<file path="src/rtl/cordic_vectoring.sv">
// Iterative CORDIC, vectoring mode: converts a Q3.12 Cartesian vector (X, Y)
// into its 16-bit binary angle (65536 = 360 deg) and gain-compensated
// magnitude (Q4.12). One micro-rotation per clock, then a single scaling step.
module cordic_vectoring #(
   parameter int unsigned N_ITER = 12,
   parameter int unsigned K_INV  = 2487
) (
   input  logic        i_clock,
   input  logic        i_Reset,
   input  logic        i_Valid,
   input  logic [15:0] i_X,
   input  logic [15:0] i_Y,
   output logic [15:0] o_Theta,
   output logic [16:0] o_Mag,
   output logic        o_Busy,
   output logic        o_Done
);

   typedef enum logic [1:0] {StIdle, StCalc, StScale} state_e;

   state_e             state_q;
   logic signed [17:0] x_q;
   logic signed [17:0] y_q;
   logic        [15:0] z_q;
   logic        [3:0]  iter_q;
   logic               zero_q;

   logic signed [17:0] x_ext;
   logic signed [17:0] y_ext;
   logic signed [17:0] x_pre;
   logic signed [17:0] y_pre;
   logic        [15:0] z_pre;
   logic signed [17:0] x_sh;
   logic signed [17:0] y_sh;
   logic signed [17:0] x_calc;
   logic signed [17:0] y_calc;
   logic        [15:0] z_calc;
   logic        [15:0] alpha;
   logic        [29:0] mag_prod;
   logic        [16:0] mag_next;
   logic               last_iter;

   // Extend before any negation so that -32768 inputs stay exact.
   assign x_ext = {{2{i_X[15]}}, i_X};
   assign y_ext = {{2{i_Y[15]}}, i_Y};

   assign x_sh = x_q >>> iter_q;
   assign y_sh = y_q >>> iter_q;

   // x is non-negative after pre-rotation, so zero-extending it is safe.
   assign mag_prod = {12'd0, x_q} * 30'(K_INV);
   assign mag_next = 17'(mag_prod >> 12);

   assign last_iter = (iter_q == 4'(N_ITER - 1));

   // Arctangent table, atan(2^-i) in binary-angle units.
   always_comb begin
      alpha = 16'd0;
      case (iter_q)
         4'd0:    alpha = 16'd8192;
         4'd1:    alpha = 16'd4836;
         4'd2:    alpha = 16'd2555;
         4'd3:    alpha = 16'd1297;
         4'd4:    alpha = 16'd651;
         4'd5:    alpha = 16'd326;
         4'd6:    alpha = 16'd163;
         4'd7:    alpha = 16'd81;
         4'd8:    alpha = 16'd41;
         4'd9:    alpha = 16'd20;
         4'd10:   alpha = 16'd10;
         4'd11:   alpha = 16'd5;
         default: alpha = 16'd0;
      endcase
   end

   // Pre-rotation by +/-90 deg brings the vector into the right half-plane.
   always_comb begin
      x_pre = x_ext;
      y_pre = y_ext;
      z_pre = 16'd0;
      if (x_ext[17]) begin
         if (!y_ext[17]) begin
            x_pre = y_ext;
            y_pre = -x_ext;
            z_pre = 16'd16384;
         end else begin
            x_pre = -y_ext;
            y_pre = x_ext;
            z_pre = 16'd49152;
         end
      end
   end

   // One micro-rotation driving y toward zero, accumulating the angle in z.
   always_comb begin
      x_calc = x_q;
      y_calc = y_q;
      z_calc = z_q;
      if (!y_q[17]) begin
         x_calc = x_q + y_sh;
         y_calc = y_q - x_sh;
         z_calc = z_q + alpha;
      end else begin
         x_calc = x_q - y_sh;
         y_calc = y_q + x_sh;
         z_calc = z_q - alpha;
      end
   end

   // Control FSM with datapath and registered outputs.
   always_ff @(posedge i_clock or posedge i_Reset) begin
      if (i_Reset) begin
         state_q <= StIdle;
         x_q     <= '0;
         y_q     <= '0;
         z_q     <= '0;
         iter_q  <= '0;
         zero_q  <= 1'b0;
         o_Theta <= '0;
         o_Mag   <= '0;
         o_Busy  <= 1'b0;
         o_Done  <= 1'b0;
      end else begin
         case (state_q)
            StIdle: begin
               o_Done <= 1'b0;
               if (i_Valid) begin
                  x_q     <= x_pre;
                  y_q     <= y_pre;
                  z_q     <= z_pre;
                  iter_q  <= '0;
                  // A null vector would otherwise sum the whole angle table.
                  zero_q  <= (i_X == 16'd0) && (i_Y == 16'd0);
                  o_Busy  <= 1'b1;
                  state_q <= StCalc;
               end
            end
            StCalc: begin
               x_q    <= x_calc;
               y_q    <= y_calc;
               z_q    <= z_calc;
               iter_q <= iter_q + 4'd1;
               if (last_iter) begin
                  state_q <= StScale;
               end
            end
            StScale: begin
               o_Theta <= zero_q ? 16'd0 : z_q;
               o_Mag   <= mag_next;
               o_Done  <= 1'b1;
               o_Busy  <= 1'b0;
               state_q <= StIdle;
            end
            default: begin
               state_q <= StIdle;
            end
         endcase
      end
   end

endmodule

</file>
<file path="config.mk">
export PLATFORM = sky130hd
export DESIGN_NAME = cordic_vectoring
export DESIGN_NICKNAME = d
export VERILOG_FILES = /design/src/rtl/cordic_vectoring.sv
export SDC_FILE = /design/constraint.sdc
export NUM_CORES = 1
export LEC_CHECK = 0
export CAP_MARGIN = 20
export CORE_ASPECT_RATIO = 0.5
export CORE_UTILIZATION = 40
export CTS_CLUSTER_SIZE = 24
export DETAILED_ROUTE_END_ITERATION = 8
export PLACE_DENSITY_LB_ADDON = 0.08
export SLEW_MARGIN = 30
export SYNTH_ARGS = -nofsm -noshare
export SYNTH_HDL_FRONTEND = slang
export SYNTH_SLANG_ARGS = --single-unit
</file>
<file path="constraint.sdc">
create_clock -name i_clock -period 12.49 [get_ports i_clock]
set_input_delay 1.249 -clock i_clock [delete_from_list [all_inputs] [get_ports i_clock]]
set_output_delay 1.249 -clock i_clock [all_outputs]
set_load 0.03 [all_outputs]
</file>
# Word-level counts from Yosys, hierarchy flattened
# Memories as Yosys holds them, arrays and structs flattened.
# Cells that the tools add are included.
[classes] add_sub_neg=9 n_mul=1 n_div=0 magnitude_cmp=0 eq_ne=5 n_shift=2 mux=24 n_bitwise=0 reduce_logical=10
[op_table] op="18-bit two-way mux" count=8
[op_table] op="16-bit two-way mux" count=5
[op_table] op="18-bit case mux with 2 select lines" count=2
[op_table] op="18-bit adder" count=2
[op_table] op="16-bit negator with 18-bit output" count=2
[op_table] op="18-bit by 4-bit >>> shifter with 18-bit output" count=2
[op_table] op="18-bit subtractor" count=2
[op_table] op="16-bit logical NOT" count=2
[op_table] op="16-bit case mux with 2 select lines" count=1
[op_table] op="18-bit by 12-bit multiplier with 29-bit output, second input constant" count=1
[op_table] op="16-bit adder" count=1
[op_table] op="16-bit subtractor" count=1
[op_table] op="4-bit case mux with 2 select lines" count=1
[op_table] op="2-bit AND reduction" count=4
[op_table] op="4-bit by 1-bit adder with 4-bit output, second input constant" count=1
[op_table] op="4-bit == test, second input constant" count=1
[op_table] op="2-bit two-way mux" count=2
[op_table] op="4-bit two-way mux" count=1
[op_table] op="2-bit inequality test, second input constant" count=2
[op_table] op="1-bit case mux with 2 select lines" count=2
[op_table] op="2-bit case mux with 2 select lines" count=1
[op_table] op="2-bit nonzero test" count=2
[op_table] op="2-bit by 1-bit == test with 1-bit output, second input constant" count=1
[op_table] op="2-bit == test, second input constant" count=1
[op_table] op="other kinds (3)" count=3
[word_totals] reg_bits=94 latch_bits=0 mem_bits_rw=0 rom_bits=224 inputBits=35 output_inout_bits=35 mem_count=1
[memory_table] name="(name not given)" words=16 width=14 rd=1 rd_ports_with_merged_regs=0 write_ports=0 line="59" rtl="case (iter_q)"

# Depth between registers and ports, before layout
# Gate-level depths: netlist (run 1).
[logic_depth] depth_word=5 mapped_depth=25

# Least setup slack after synthesis (run 1)
# No wires, ideal clock.
[synth_timing] kind="reg-to-reg" startpoint="register x_q[5]" endpoint="register o_Mag[16]" setup_time_ps=135 arrival_time_ps=5189 t_required_ps=12355 setup_slack_ps=7166 path_stages_with_launch=22 cell_sequence="dfrtp_1 -> ha_1 -> xor2_1 -> ha_1 -> a21o_1 -> fa_1 -> fa_1 -> inv_1 -> fa_1 -> inv_1 -> ha_1 -> nand2_1 -> o21ai_0 -> a2111oi_0 -> o21ai_0 -> a21oi_1 -> o211ai_1 -> a31oi_1 -> o21bai_1 -> a21oi_1 -> xnor2_1 -> o21ai_0"
[synth_between] elab_chain_len=1
[synth_rtl] item="start, declared" line="22" rtl="logic signed [17:0] x_q;"
[synth_rtl] item="start signal, assigned" line="128" rtl="x_q <= x_pre;"
[synth_rtl] item="start signal, assigned" line="139" rtl="x_q <= x_calc;"
[synth_rtl] item="18-bit by 12-bit multiplier with 29-bit output" line="51" rtl="assign mag_prod = {12'd0, x_q} * 30'(K_INV);"
[synth_rtl] item="end signal, assigned" line="149" rtl="o_Mag <= mag_next;"
[synth_rtl] item="end, declared" line="14" rtl="output logic [16:0] o_Mag,"
# No other way between the ends.
# A chain may end at the register's enable or synchronous reset.

# Worst setup path in the final report (run 1)
# Ends and elaborated chain as after synthesis.

==> results.txt, run 1 <==
The clock reaches the later pin of the worst-skew pair after 380 ps. Across the run, the number of max-cap violations was 0. The final setup skew was 9.38 ps; the data required time of the critical path was 12740 ps. Entering global routing, the biggest net connects 69 pins. Adding up every negative setup slack in the final design gives 0 ps. The routability congestion estimate was 0.856; the share of post-route cells with drive strength above 1 was 6.36%. The synthesized netlist occupies a cell area of 0.0138 mm². For the net count reported at finish, the log shows 1902. The tools report the nature of the critical path startpoint as a register. The width of the die was 265 µm; the average vias per placed instance was 5.62. The sink count of the clock tree was 94. At the worst endpoint, the arrival time is 6360 ps.

The initial DRC count was 859. The time the final worst path needs with I/O delays and setup is 6120 ps. Dividing the final minimum period by the clock period gives 49.0%. Global routing used 23.2% of the available tracks across all layers.

The cell count after synthesis came out at 1616. The run gives 5 as the number of detailed-route iterations in the first pass. Relative to the synthesized area, the layout overhead comes to 9.45%. The sequential-to-total area share from yosys stat is 17.0%, and the starting density of the core is 41.2%. The tree is rooted in a sky130_fd_sc_hd__clkbuf_16. The remaining max-slew budget at the tightest pin is 39.9%. After clock tree synthesis, the clock-pin slew on the worst setup and hold paths is 80 ps. Setup repair after global routing left no endpoint under its margin.

The wire-length estimate of the detail-placed layout is 30.8 mm. 0 antenna diodes ended up in the layout. The total overflow left after global routing is 0.

The clock buffer count from CTS is 9, and the post-route DRC violation count is 0. The run gives 0 as the number of failing hold endpoints at the final stage. The count of buffers added on input and output ports is 69. The count of nets left with antenna violations once routing finished came out at 0.

In this run the count of I/O pins placed on the die edge is 70. The setup fix buffers added after clock tree synthesis was 0. The run finished with clean final reports. The synthesized netlist contains 76 unique library cells. The slew at the pin closest to its max-slew limit was 896 ps.

Initial antenna violation count: 0. No sink is reached through more buffers than the 2 on the longest clock path. The type of the tightest min-delay check is reg -> reg. The primary flip-flop cell chosen by synthesis mapping is sky130_fd_sc_hd__dfrtp_1. The Yosys step of the flow raised 0 warnings. Maximum fanout along the worst path: 12. The average instance area after synthesis came out at 8.55 µm². The first global-routing pass estimated 64.0 mm of wire. The total number of H-tree levels was 3. The total wire length was 39.7 mm; the chip height was 133 µm. The vias after detailed routing was 11700. TritonCTS built the clock tree. The die covers 0.0353 mm². The category of the critical setup timing path is reg -> reg.

The count of flip-flops with a built-in enable after synthesis is 0, and the number of global-route vias before repair is 11400. After clock tree synthesis, the flow added hold-fix buffers numbering 0. Synthesized flop and latch total: 94. Static timing analysis puts the maximum clock frequency at 163 MHz.

The kind of capture point of the worst setup path is a register. The fraction of registers with async set or reset after synthesis was 100%. The tools report the setup-violating endpoint count in the final report as 0. After filler insertion, the fill cell instance count of the layout stands at 3332. After detailed routing, the average wire length per cell comes to 19.1 µm.

After clock tree synthesis, the repair step resized 0 gates. For the number of slew-limit violations in the final report, the log shows 0. Counting every net in the synthesized netlist gives 1888. The number of placement rows came out at 47. The core region is 0.0335 mm².
placed cells by master, fill, tap and decap left out, types with 16 or more instances in the layout:
cell type                         count
sky130_fd_sc_hd__ha_1               147
sky130_fd_sc_hd__mux4_2              30
sky130_fd_sc_hd__nor2b_1             22
sky130_fd_sc_hd__nand3_1             32
sky130_fd_sc_hd__nor3_1              28
sky130_fd_sc_hd__buf_4               16
sky130_fd_sc_hd__nand2b_1            26
sky130_fd_sc_hd__fa_1                90
sky130_fd_sc_hd__a21o_1              17
sky130_fd_sc_hd__o21ai_0            116
sky130_fd_sc_hd__dfrtp_1             91
sky130_fd_sc_hd__xnor2_1             49
sky130_fd_sc_hd__inv_1              197
sky130_fd_sc_hd__mux2_2              17
sky130_fd_sc_hd__a21oi_1            105
sky130_fd_sc_hd__nand2_1            123
sky130_fd_sc_hd__nor2_1             126
sky130_fd_sc_hd__or3_1               16
sky130_fd_sc_hd__a31oi_1             19
sky130_fd_sc_hd__o31ai_1             20
sky130_fd_sc_hd__a211oi_1            41
sky130_fd_sc_hd__xor2_1              51
sky130_fd_sc_hd__mux2i_1             25
sky130_fd_sc_hd__clkdlybuf4s50_1     68
metal layers:
metal	wire length (µm)	up-vias	global-route usage, %
li1	-	5631	-
met2	17700	281	36.2
met4	544	0	4.66
met1	19600	5729	33.9
met5	0	-	0
met3	1840	27	3.68
Yosys cell counts, drive strengths merged (7+ instances only):
library cell | instances | area, µm²
dfrtp | 94 | 2350
o21a | 9 | 67.6
ha | 147 | 1840
buf | 28 | 176
nor2 | 127 | 484
xor2 | 51 | 447
xnor2 | 50 | 445
nor3 | 29 | 150
a211oi | 41 | 308
a31oi | 19 | 119
nand2b | 29 | 181
and2 | 8 | 50.1
o211ai | 10 | 75.1
o31ai | 20 | 150
nand3 | 33 | 178
nor3b | 7 | 52.6
mux2 | 19 | 218
inv | 199 | 747
fa | 90 | 1800
nor4 | 8 | 50.1
clkbuf | 54 | 203
a21o | 17 | 128
a21oi | 105 | 526
o21ai | 118 | 594
mux2i | 26 | 273
and3 | 12 | 75.1
or3 | 16 | 100
nor2b | 23 | 144
nand2 | 124 | 468
mux4 | 38 | 886
worst max-delay path: stages, from the launching register on:
cell and delay [ps]:
sky130_fd_sc_hd__dfrtp_1 620, sky130_fd_sc_hd__ha_1 370, sky130_fd_sc_hd__xor2_1 180, sky130_fd_sc_hd__ha_1 180, sky130_fd_sc_hd__a21o_1 170, sky130_fd_sc_hd__fa_1 490
sky130_fd_sc_hd__fa_1 490, sky130_fd_sc_hd__inv_1 50, sky130_fd_sc_hd__fa_1 530, sky130_fd_sc_hd__inv_1 40, sky130_fd_sc_hd__ha_1 280, sky130_fd_sc_hd__nand2_1 70
sky130_fd_sc_hd__o21ai_0 110, sky130_fd_sc_hd__a2111oi_0 690, sky130_fd_sc_hd__o21ai_0 370, sky130_fd_sc_hd__a21oi_1 360, sky130_fd_sc_hd__o211ai_1 180, sky130_fd_sc_hd__a31oi_1 260
sky130_fd_sc_hd__o21bai_1 120, sky130_fd_sc_hd__a21oi_1 180, sky130_fd_sc_hd__xnor2_1 130, sky130_fd_sc_hd__o21ai_0 80
area by class of cell:
type                       count  area, µm²  share of cell area [%]
sequential                    94       2360                    15.6
clock inverter                 7       65.1                   0.430
inverter                     201        757                    5.00
tap                          441        552                    3.65
multi-input combinational   1239      10400                    68.5
timing repair buffer          85        812                    5.37
clock buffer                   9        225                    1.49
flip-flops by register name (all words and copies together), names as in the netlist:
name,cells
iter_q,4
o_Done,1
z_q,16
zero_q,1
state_q,2
o_Theta,16
o_Mag,17
o_Busy,1
y_q,18
x_q,18
metrics by stage:
stage | instances | utilization, % | setup slack, ps | cell area (µm²) | hold WS [ps]
after global placement | 2060 | 44.2 | 6360 | 14800 | 465
final | 2076 | 45.1 | 6370 | 15100 | 481
after global routing | 2076 | 45.1 | 5860 | 15100 | 515
after CTS | 2076 | 45.1 | 6330 | 15100 | 489
after detailed placement | 2060 | 44.3 | 6330 | 14800 | 470
after floorplan | 1616 | - | 7170 | 13800 | 469
cells by family (layout without fill, tap and decap cells):
family | count (synthesis) | after routing | synth area share (%)
xor+xnor | 101 | 101 | 6.45
simple gates | 433 | 433 | 15.1
mux | 83 | 83 | 9.96
compound gates | 385 | 385 | 16.9
buf+inv | 283 | 302 | 8.20
flops | 94 | 94 | 17.0
fa+ha+maj | 237 | 237 | 26.3
path summary, 6_finish.rpt:
kind                        startpoint          end  slack [ps]  cells past startpoint
setup / recovery                x_q[5]    o_Mag[16]        6370                     21
hold / removal             o_Theta[11]  o_Theta[11]         480                      2
setup reg to reg                x_q[5]    o_Mag[16]        6370                     21
hold reg to reg            o_Theta[11]  o_Theta[11]         480                      2
max in group asynchronous      i_Reset      y_q[17]       10260                      3
min in group asynchronous      i_Reset  o_Theta[12]        1210                      2
Power of run 1 is left out: the tool's default activity adds up to more than one toggle a clock period on the data nets, which glitch-free logic cannot reach.
==> inputs of run 2 (changes only) <==
==> constraint.sdc (replaced) <==
create_clock -name i_clock -period 5.1 [get_ports i_clock]
set_input_delay 0.51 -clock i_clock [delete_from_list [all_inputs] [get_ports i_clock]]
set_output_delay 0.51 -clock i_clock [all_outputs]
set_load 0.03 [all_outputs]
==> run 2 against run 1 <==
Effect of this change:
- wire length grew 7.6%
- global-route usage up 1.4 points
- first-iteration DRC count is 12% lower
- sequential share of layout area down 1.5 points
- critical path depth did not move
- clock skew up 1.3 ps
- cell count up 7.5%
- critical path type unchanged
==> results.txt, run 2 (synthesized netlist as in run 1, its figures left out) <==
The routability congestion estimate was 0.907 (was 0.856). Type of the tightest min-delay check: reg -> reg (unchanged). Number of slew-limit violations in the final report: 0 (unchanged). The largest buffer count on any clock path is 2 (unchanged). The net count reported at finish is 2058 (was 1902), and the starting density of the core is 41.2% (unchanged). The share of post-route cells with drive strength above 1 was 18.4% (was 6.36%); the total die area was 0.0353 mm² (unchanged). The pin count of the biggest net entering global routing came out at 69 (unchanged). Root cell of the clock tree: sky130_fd_sc_hd__clkbuf_16 (unchanged).

The vias after detailed routing was 12300 (was 11700); the number of placed I/O pins was 70 (unchanged). The final setup skew is 10.7 ps (was 9.38 ps). The first-pass GRT wire length was 67.6 mm (was 64.0 mm).

Crit path cell chain: buf_6, ha_1, inv_1, fa_1, inv_1, fa_2, fa_1, inv_1, fa_1, inv_2, ha_4, a21o_1, a21oi_2, o21ai_2, a21oi_2, o211ai_1, a31oi_1, o21bai_1, a21oi_1, xnor2_1, o21ai_1 (was ha_1, xor2_1, ha_1, a21o_1, fa_1, fa_1, inv_1, fa_1, inv_1, ha_1, nand2_1, o21ai_0, a2111oi_0, o21ai_0, a21oi_1, o211ai_1, a31oi_1, o21bai_1, a21oi_1, xnor2_1, o21ai_0). The number of failing hold endpoints at the final stage is 0 (unchanged). The number of global-route vias before repair was 12100 (was 11400); the biggest cell delay along the critical path was 550 ps (was 690 ps). The fmax was 202 MHz (was 163 MHz); the data required time of the critical path was 5350 ps (was 12740 ps). The relative area change from synthesis to final layout was 21.5% (was 9.45%). The total global-route track usage came out at 24.6% (was 23.2%). The average vias per placed instance came out at 5.53 (was 5.62). The logs give 0 (unchanged) for the post-detailed-route count of antenna-violating nets and 94 (unchanged) for the sink count of the clock tree.

Post-route clock period utilization: 97.1% (was 49.0%). Kind of capture point of the worst setup path: a register (unchanged). The slew at the pin closest to its max-slew limit came out at 1050 ps (was 896 ps). The cell type of the slowest stage on the worst timing path is sky130_fd_sc_hd__fa_1 (was sky130_fd_sc_hd__a2111oi_0).

The clock-pin slew on the worst setup and hold paths was 70 ps (was 80 ps). The worst endpoint data arrival time is 5200 ps (was 6360 ps), and the initial antenna violation count is 0 (unchanged). The time the final worst path needs with I/O delays and setup came out at 4950 ps (was 6120 ps).

Most common cell after layout, fill and taps aside: sky130_fd_sc_hd__inv_1 (unchanged). The number of placement rows is 47 (unchanged), and the count of input and output buffers is 69 (unchanged). The setup-violating endpoint count in the final report came out at 0 (unchanged).

Top library cells by usage in the layout, fill and taps aside: sky130_fd_sc_hd__inv_1, sky130_fd_sc_hd__buf_4, sky130_fd_sc_hd__ha_1 (was sky130_fd_sc_hd__inv_1, sky130_fd_sc_hd__ha_1, sky130_fd_sc_hd__nor2_1). The logs give 149 ps (was 6370 ps) for the smallest setup slack after layout and 757 (was 859) for the initial DRC count. TritonCTS built the clock tree. For the post-place setup slack, the log shows -246 ps (was 6330 ps). The nature of the critical path startpoint was a register (unchanged).

Clock latency at the later pin of the worst-skew pair: 380 ps (about the same). The remaining max-slew budget at the tightest pin is 29.1% (was 39.9%), and the number of diodes added for antenna fixing is 0 (unchanged). The total wire length was 42.7 mm (was 39.7 mm); the chip height was 133 µm (unchanged). The run finished with clean final reports. Registers with the most flip-flops: x_q: 18 flops, y_q: 18 flops, o_Mag: 17 flops (unchanged). Maximum fanout along the worst path: 6 (was 12). For the detailed placement HPWL, the log shows 33.9 mm (was 30.8 mm). The total number of H-tree levels came out at 3 (unchanged). The tools report the sum of overflow across all layers after global routing as 0 (unchanged).

The category of the critical setup timing path was reg -> reg (unchanged). Post-route DRC violation count: 0 (unchanged). For the number of detailed-route iterations in the first pass, the log shows 5 (unchanged).

The average detailed-routed wire length per instance was 19.1 µm (about the same); the clock buffer count from CTS was 9 (unchanged). The count of max-cap constraint violations was 0 (unchanged). Setup repair after global routing could not meet its margin everywhere. For the area of the core region, the log shows 0.0335 mm² (unchanged).

The width of the die was 265 µm (unchanged).
==> run 2: changes by cell type in the layout (fill, tap and decap cells not counted), sizes merged <==
| cell | delta |
|---|---|
| clkbuf | +2 |
| buf | +156 |
| clkinvlp | -1 |
| inv | -2 |
| bufinv | +1 |
==> run 2: metrics by stage <==
step	util [%]	hold WS (ps)	std cells	TNS, ps	area (µm²)
global route	50.1	502	2232	-423	16800
global placement	47.1	463	2183	-759	15800
CTS	48.2	483	2202	0	16200
finish	50.1	480	2232	0	16800
floorplan	-	469	1616	0	13800
detailed placement	47.1	467	2183	-737	15800
==> run 2: layout make-up <==
class	instances	area [µm²]
flip-flops and latches	94	2370
fillers	3206	16700
well taps	441	552
repair buffers	241	2050
clock buffers	11	233
clock inverters	5	65.1
multi-input cells	1239	10800
inverters	201	757
==> run 2: final timing paths <==
path | endpoint | slack, ps | cells after the start | start
setup / recovery | o_Mag[16] | 150 | 21 | x_q[9]
setup reg to reg | o_Mag[16] | 150 | 21 | x_q[9]
hold / removal | o_Theta[0] | 480 | 2 | o_Theta[0]
min in group asynchronous | o_Mag[15] | 640 | 2 | i_Reset
hold reg to reg | o_Theta[0] | 480 | 2 | o_Theta[0]
max in group asynchronous | iter_q[0] | 3390 | 3 | i_Reset
==> run 2: layer usage <==
layer	global-route usage, %	vias up	routed length (µm)
met2	37.7	267	18800
met4	5.43	0	819
met3	4.79	45	1990
met1	35.9	6076	21100
li1	-	5951	-
met5	0	-	0
==> run 2: worst max-delay path: cells and delay by family (launching register included) <==
family | cells | cell delay, ps
buffers and inverters | 5 | 370
flip-flops | 1 | 490
AO/OA/AOI/OAI | 9 | 1330
adder cells (fa/ha/maj) | 6 | 2510
XOR/XNOR | 1 | 130
==> run 2: what timing repair did <==
item	in CTS	in global routing
hold buffers	0	0
pin swaps	5	55
buffers inserted	3	30
setup endpoints to repair	9	20
resized for setup	14	91
endpoints found under the hold margin	0	0
Power of run 2 is left out for the same reason.
